<file path="src/rtl/dct_block_sequencer_pkg.sv">
// dct_seq_pkg: sequencer state encoding, block geometry and the ping-pong phase helper.
package dct_seq_pkg;
    typedef enum logic [1:0] {IDLE, RUN, DRAIN, DONE} state_t;
    localparam int BLOCK_ROWS = 8;
    function automatic logic [3:0] phase_of(input logic [31:0] k, input logic [31:0] ofs);
        logic [31:0] d;
        d = (k - ofs) % (2 * BLOCK_ROWS);
        return (k < ofs) ? 4'd0 : d[3:0];
    endfunction
endpackage

</file>
<file path="src/rtl/dct_block_sequencer_phase_gen.sv">
// dct_phase_gen: registered ping-pong select and row index for one transpose stage.
module dct_phase_gen
    import dct_seq_pkg::*;
#(
    parameter int OFS = 0,
    parameter int CW  = 21
) (
    input  logic          clk,
    input  logic          reset,
    input  logic          clr,
    input  logic          adv,
    input  logic [CW-1:0] k,
    output logic          sel,
    output logic [2:0]    row
);
    logic [3:0] ph;
    assign ph = phase_of(32'(k), 32'(OFS));
    always_ff @(posedge clk) begin
        if (!reset || clr) begin
            sel <= 1'b0;
            row <= 3'd0;
        end else if (adv) begin
            sel <= ph[3];
            row <= ph[2:0];
        end
    end
endmodule

</file>
<file path="src/rtl/dct_block_sequencer.sv">
// dct_block_sequencer: start/abort-controlled issue and write-back schedule for the 2-D DCT datapath.
// Optional out_ready stall support is compiled in with DCT_SEQ_BACKPRESSURE_EN.
module dct_block_sequencer
    import dct_seq_pkg::*;
#(
    parameter int ADDR_W    = 15,
    parameter int NUM_WORDS = 32768,
    parameter int PIPE_LAT  = 19,
    parameter int TP1_OFS   = 0,
    parameter int TP2_OFS   = 9
) (
    input  logic              clk,
    input  logic              reset,
    input  logic              start,
    input  logic              abort,
`ifdef DCT_SEQ_BACKPRESSURE_EN
    input  logic              out_ready,
`endif
    output logic              busy,
    output logic              done,
    output logic              pipe_en,
    output logic              rd_en,
    output logic [ADDR_W-1:0] rd_addr,
    output logic              tp1_sel,
    output logic              tp2_sel,
    output logic [2:0]        row_idx,
    output logic              wr_en,
    output logic [ADDR_W-1:0] wr_addr
);
    localparam int KW = ADDR_W + 6;
    localparam logic [KW-1:0] LAST_K = KW'(NUM_WORDS - 1);
    localparam logic [KW-1:0] END_K = KW'(PIPE_LAT + NUM_WORDS);
    localparam logic [KW-1:0] LAT = KW'(PIPE_LAT);
    localparam logic [ADDR_W-1:0] LAST_A = ADDR_W'(NUM_WORDS - 1);
    state_t state, state_n;
    logic [KW-1:0] k, k_n, wk;
    logic go, act_n, clr;
    logic [2:0] unused_row1;
`ifdef DCT_SEQ_BACKPRESSURE_EN
    assign go = out_ready;
`else
    assign go = 1'b1;
`endif
    // k is the slot shown this cycle; it is consumed only when pipe_en was high, so a stall re-presents it
    always_comb begin
        k_n = (state == IDLE) ? '0 : k + KW'(pipe_en);
        state_n = (state == IDLE) ? (start ? RUN : IDLE)
                : (state == DONE) ? IDLE
                : (k_n <= LAST_K) ? RUN
                : (k_n < END_K) ? DRAIN : DONE;
        if (abort) state_n = IDLE;
    end
    assign act_n = (state_n == RUN) || (state_n == DRAIN);
    assign clr = (state_n == IDLE);
    assign wk = k_n - LAT;
    always_ff @(posedge clk) begin
        if (!reset) begin
            state   <= IDLE;
            k       <= '0;
            busy    <= 1'b0;
            done    <= 1'b0;
            pipe_en <= 1'b0;
            rd_en   <= 1'b0;
            wr_en   <= 1'b0;
            rd_addr <= '0;
            wr_addr <= '0;
        end else begin
            state   <= state_n;
            k       <= clr ? '0 : k_n;
            busy    <= act_n;
            done    <= (state_n == DONE);
            pipe_en <= act_n && go;
            rd_en   <= (state_n == RUN) && go;
            wr_en   <= act_n && go && (k_n >= LAT);
            rd_addr <= clr ? '0 : (k_n <= LAST_K) ? k_n[ADDR_W-1:0] : LAST_A;
            wr_addr <= (clr || k_n < LAT) ? '0 : (wk <= LAST_K) ? wk[ADDR_W-1:0] : LAST_A;
        end
    end
    dct_phase_gen #(.OFS(TP1_OFS), .CW(KW)) u_stage1 (
        .clk(clk), .reset(reset), .clr(clr), .adv(act_n), .k(k_n),
        .sel(tp1_sel), .row(unused_row1)
    );
    dct_phase_gen #(.OFS(TP2_OFS), .CW(KW)) u_stage2 (
        .clk(clk), .reset(reset), .clr(clr), .adv(act_n), .k(k_n),
        .sel(tp2_sel), .row(row_idx)
    );
endmodule

</file>
<file path="config.mk">
export PLATFORM = sky130hd
export DESIGN_NAME = dct_block_sequencer
export DESIGN_NICKNAME = d
export VERILOG_FILES = /design/src/rtl/dct_block_sequencer_pkg.sv /design/src/rtl/dct_block_sequencer_phase_gen.sv /design/src/rtl/dct_block_sequencer.sv
export SDC_FILE = /design/constraint.sdc
export NUM_CORES = 1
export LEC_CHECK = 0
export ABC_AREA = 0
export CAP_MARGIN = 30
export CORE_UTILIZATION = 60
export CTS_BUF_LIST = sky130_fd_sc_hd__clkbuf_8
export DETAILED_ROUTE_END_ITERATION = 12
export HOLD_SLACK_MARGIN = 0.03
export PLACE_DENSITY = 0.87
export SLEW_MARGIN = 30
export SYNTH_ARGS = -nofsm -noshare
export SYNTH_HDL_FRONTEND = slang
export SYNTH_SLANG_ARGS = --single-unit
</file>
<file path="constraint.sdc">
create_clock -name clk -period 8.6 [get_ports clk]
set_input_delay 1.72 -clock clk [delete_from_list [all_inputs] [get_ports clk]]
set_output_delay 1.72 -clock clk [all_outputs]
set_load 0.01 [all_outputs]
</file>
==> results.tsv <==
stage	metric	value	unit
timing	final hold violation count	0	
worst_setup_path	crit-path max cell delay	780	ps
worst_setup_path	WS Path Type	flip-flop to flip-flop	
global_routing	vias in the first global route	2701	
timing	fmax	0.188	GHz
timing	Final setup viols	0	
placed_design	RePlAce Congestion	1.04	
timing	Slew HR	0.307	
min_path	worst hold stages	2	
logic_synthesis	Synth Warn #	0	
timing	fin. max-slew vios	0	
routing	Routed Antenna Nets	0	
global_routing	largest net degree at the start of global routing	23	
min_path	Worst Hold End	u_stage2.row[1]	
timing	TNS Setup	0	ps
worst_setup_path	worst r2r src	pipe_en	
clocking	TritonCTS Buffers	9	
global_routing	first-pass GRT wire length	13.2	mm
clocking	Max Buffers Root-to-Sink	2	
logic_synthesis	ys flop type	dfxtp_1	
logic_synthesis	Synth Instances	368	
cells_and_area	post-route cell area	0.00379	mm^2
worst_setup_path	R2R depth	13	
global_routing	initial antenna violation count	0	
cells_and_area	ANT cells	0	
logic_synthesis	Post-Syn Nets	380	
worst_setup_path	Worst EP arrival	5570	ps
floorplanning	Rows	26	
timing	fin crit share	0.619	
floorplanning	Core ar.	0.00511	mm^2
clocking	CTS-repair resized insts	0	
worst_setup_path	r2r endpoint	wr_addr[5]	
timing	clk_skew	11.6	ps
routing	Total Wirelength	8.30	mm
routing	drt via density	6.19	
status	status	completed	
min_path	worst hold start	u_stage2.row[1]	
worst_setup_path	crit path buf inv count	0	
cells_and_area	final core utilization	0.743	
power	Power per Cell Area	146	mW/mm^2
logic_synthesis	register bit total from synthesis	62	
placed_design	Post-DP HPWL	5.87	mm
worst_setup_path	slowest cell on the critical path	nor2_1	
worst_setup_path	Worst EP required	8840	ps
worst_setup_path	crit path cell chain	ha_1, ha_1, nand4_1, or4_1, a21oi_1, nand4_1, nor3b_1, nor3b_4, or3_1, ha_1, nor2_1, nand2_1, a31oi_1	
floorplanning	die width	74.7	um
routing	WL/cell	17.4	um
worst_setup_path	Max FO, Critical Path	15	
cells_and_area	final net count	416	
logic_synthesis	most common cell in the netlist	dfxtp_1	
logic_synthesis	syn_area_per_cell	8.63	um^2
routing	Vias	2957	
clocking	CTS tree	done	
logic_synthesis	cell accounting for the most synthesized area	dfxtp_1	
logic_synthesis	Synth top area share	0.391	
floorplanning	Die ar.	0.00559	mm^2
clocking	Clk Latency, worst-skew pair	350	ps
logic_synthesis	largest cells by area after synthesis	dfxtp_1 39%, nor2_1 5.2%, xnor2_1 4.7%	
worst_setup_path	critical path's most frequent cell	ha_1	
clocking	CTS Root Cell	clkbuf_8	
clocking	CTS H-tree lvls	3	
timing	RSZ-0062 raised after global routing	false	
worst_setup_path	r2r setup slk	3280	ps
global_routing	total congestion overflow	0	
timing	Hold WS	484	ps
worst_setup_path	cell family with most CP delay	simple AND/OR/NAND/NOR gates	
logic_synthesis	Async S/R FF share, synth	0	
run	max_cap viols	0	
clocking	CTS Sinks	62	
floorplanning	Die Y	74.7	um
logic_synthesis	Synth Cell Area	0.00317	mm^2
power	leak pwr	1.41	nW
logic_synthesis	Post-synth top cells	62 x dfxtp_1, 44 x nor2_1, 27 x nand2_1	
worst_setup_path	Setup crit start kind	flip-flop	
worst_setup_path	crit end category	flip-flop	
cells_and_area	layout cell share with drive strength beyond 1	0.0735	
timing	slew at the pin closest to its max-slew limit	1040	ps
logic_synthesis	sequential fraction of the synthesis area	0.391	
logic_synthesis	Post-synth EDFFs	0	
clocking	hold-fix buffers at CTS	0	
floorplanning	Initial Utilization	0.622	
floorplanning	# IOs	44	
logic_synthesis	post-synthesis cell type count	56	
min_path	Hold Crit Class	flip-flop to flip-flop	
power	worst vdd ir	0.141	mV
timing	min Tclk post-route	5320	ps
routing	Starting DRT DRC Count	222	
global_routing	GRT Util Overall	0.321	
routing	iteration count of the initial detailed-routing pass	5	
routing	DRC viols	0	
placed_design	Port Buffers	43	
clocking	Post-CTS Setup Repair Bufs	0	
placed_design	Placed Area	0.00360	mm^2
cells_and_area	P&R area growth vs syn	19.5	%
clocking	clk slew on worst S/H paths	70	ps
kinds of logic (layout without fill, tap and decap cells):
logic type      count (synthesis)  after routing  share of synthesized area
compound gates                 75             75                      0.161
xor+xnor                       23             23                     0.0658
fa+ha+maj                       8              8                     0.0315
buf+inv                        26             66                     0.0386
flops                          62             62                      0.391
mux                            11             11                     0.0351
simple gates                  163            163                      0.277
cell usage in the layout (no fill, tap or decap), drive strengths merged, types with 4 or more instances in the layout:
cell type | Yosys | routed
clkdlybuf4s50 | 0 | 43
or2 | 4 | 4
o21ai | 17 | 17
mux2i | 10 | 10
nor4 | 9 | 9
dfxtp | 62 | 62
xnor2 | 18 | 18
a21oi | 14 | 14
inv | 7 | 7
nand2 | 27 | 27
nor3 | 10 | 10
nand2b | 14 | 14
and2 | 14 | 14
o31ai | 5 | 5
and3 | 4 | 4
a31oi | 19 | 19
or3 | 5 | 5
nand3 | 11 | 11
nor2 | 44 | 44
xor2 | 5 | 5
nand4 | 6 | 6
nand3b | 4 | 4
clkinv | 0 | 4
clkbuf | 10 | 10
ha | 8 | 8
sequential cells by signal (all words and copies together) (netlist names):
signal        cells
wr_addr          15
k                21
u_stage2.sel      1
u_stage2.row      3
rd_addr          15
u_stage1.sel      1
wr_en             1
state             2
pipe_en           1
done              1
rd_en             1
worst reg2reg max path, delay by kind of cell (launching register included):
kind                       cells  cell delay (ps)
AOI/OAI and AO/OA              2              700
adders and majority gates      3              640
DFF                            1              410
and+or+nand+nor                8             3470
cell type report:
class	count	area [um^2]
Multi-Input combinational cell	280	1810
Fill cell	406	1310
Sequential cell	62	1240
Timing Repair Buffer	44	438
Clock buffer	10	138
Tap cell	70	87.6
Clock inverter	5	50.0
Inverter	7	26.3
metrics by stage:
stage	worst slack, ps	std cells	power [mW]
CTS	3460	478	0.553
global route	3040	478	0.567
finish	3280	478	0.553
floorplan	4660	368	0.305
global placement	3870	463	0.309
detailed placement	3590	463	0.310
metal layers:
layer | track usage | vias up | part of all wire
met5 | 0 | - | 0
met4 | 0.187 | 0 | 0.040
met3 | 0.0857 | 38 | 0.067
met2 | 0.531 | 135 | 0.49
met1 | 0.376 | 1398 | 0.40
li1 | - | 1386 | -
how the worst max path moves through the flow:
| stage | cells after the start | start | to |
|---|---|---|---|
| after floorplan | 18 | state[1] | rd_addr[5] |
| after global placement | 14 | pipe_en | wr_addr[14] |
| after detailed placement | 14 | pipe_en | wr_addr[9] |
| after CTS | 14 | pipe_en | wr_addr[5] |
| after global routing | 14 | pipe_en | wr_addr[5] |
| final | 13 | pipe_en | wr_addr[5] |
where the power goes:
part | internal (mW) | switching (mW)
clock network | 0.138 | 0.111
logic | 0.00533 | 0.00950
registers | 0.288 | 0.00107
(Power assumes the default switching activity.)
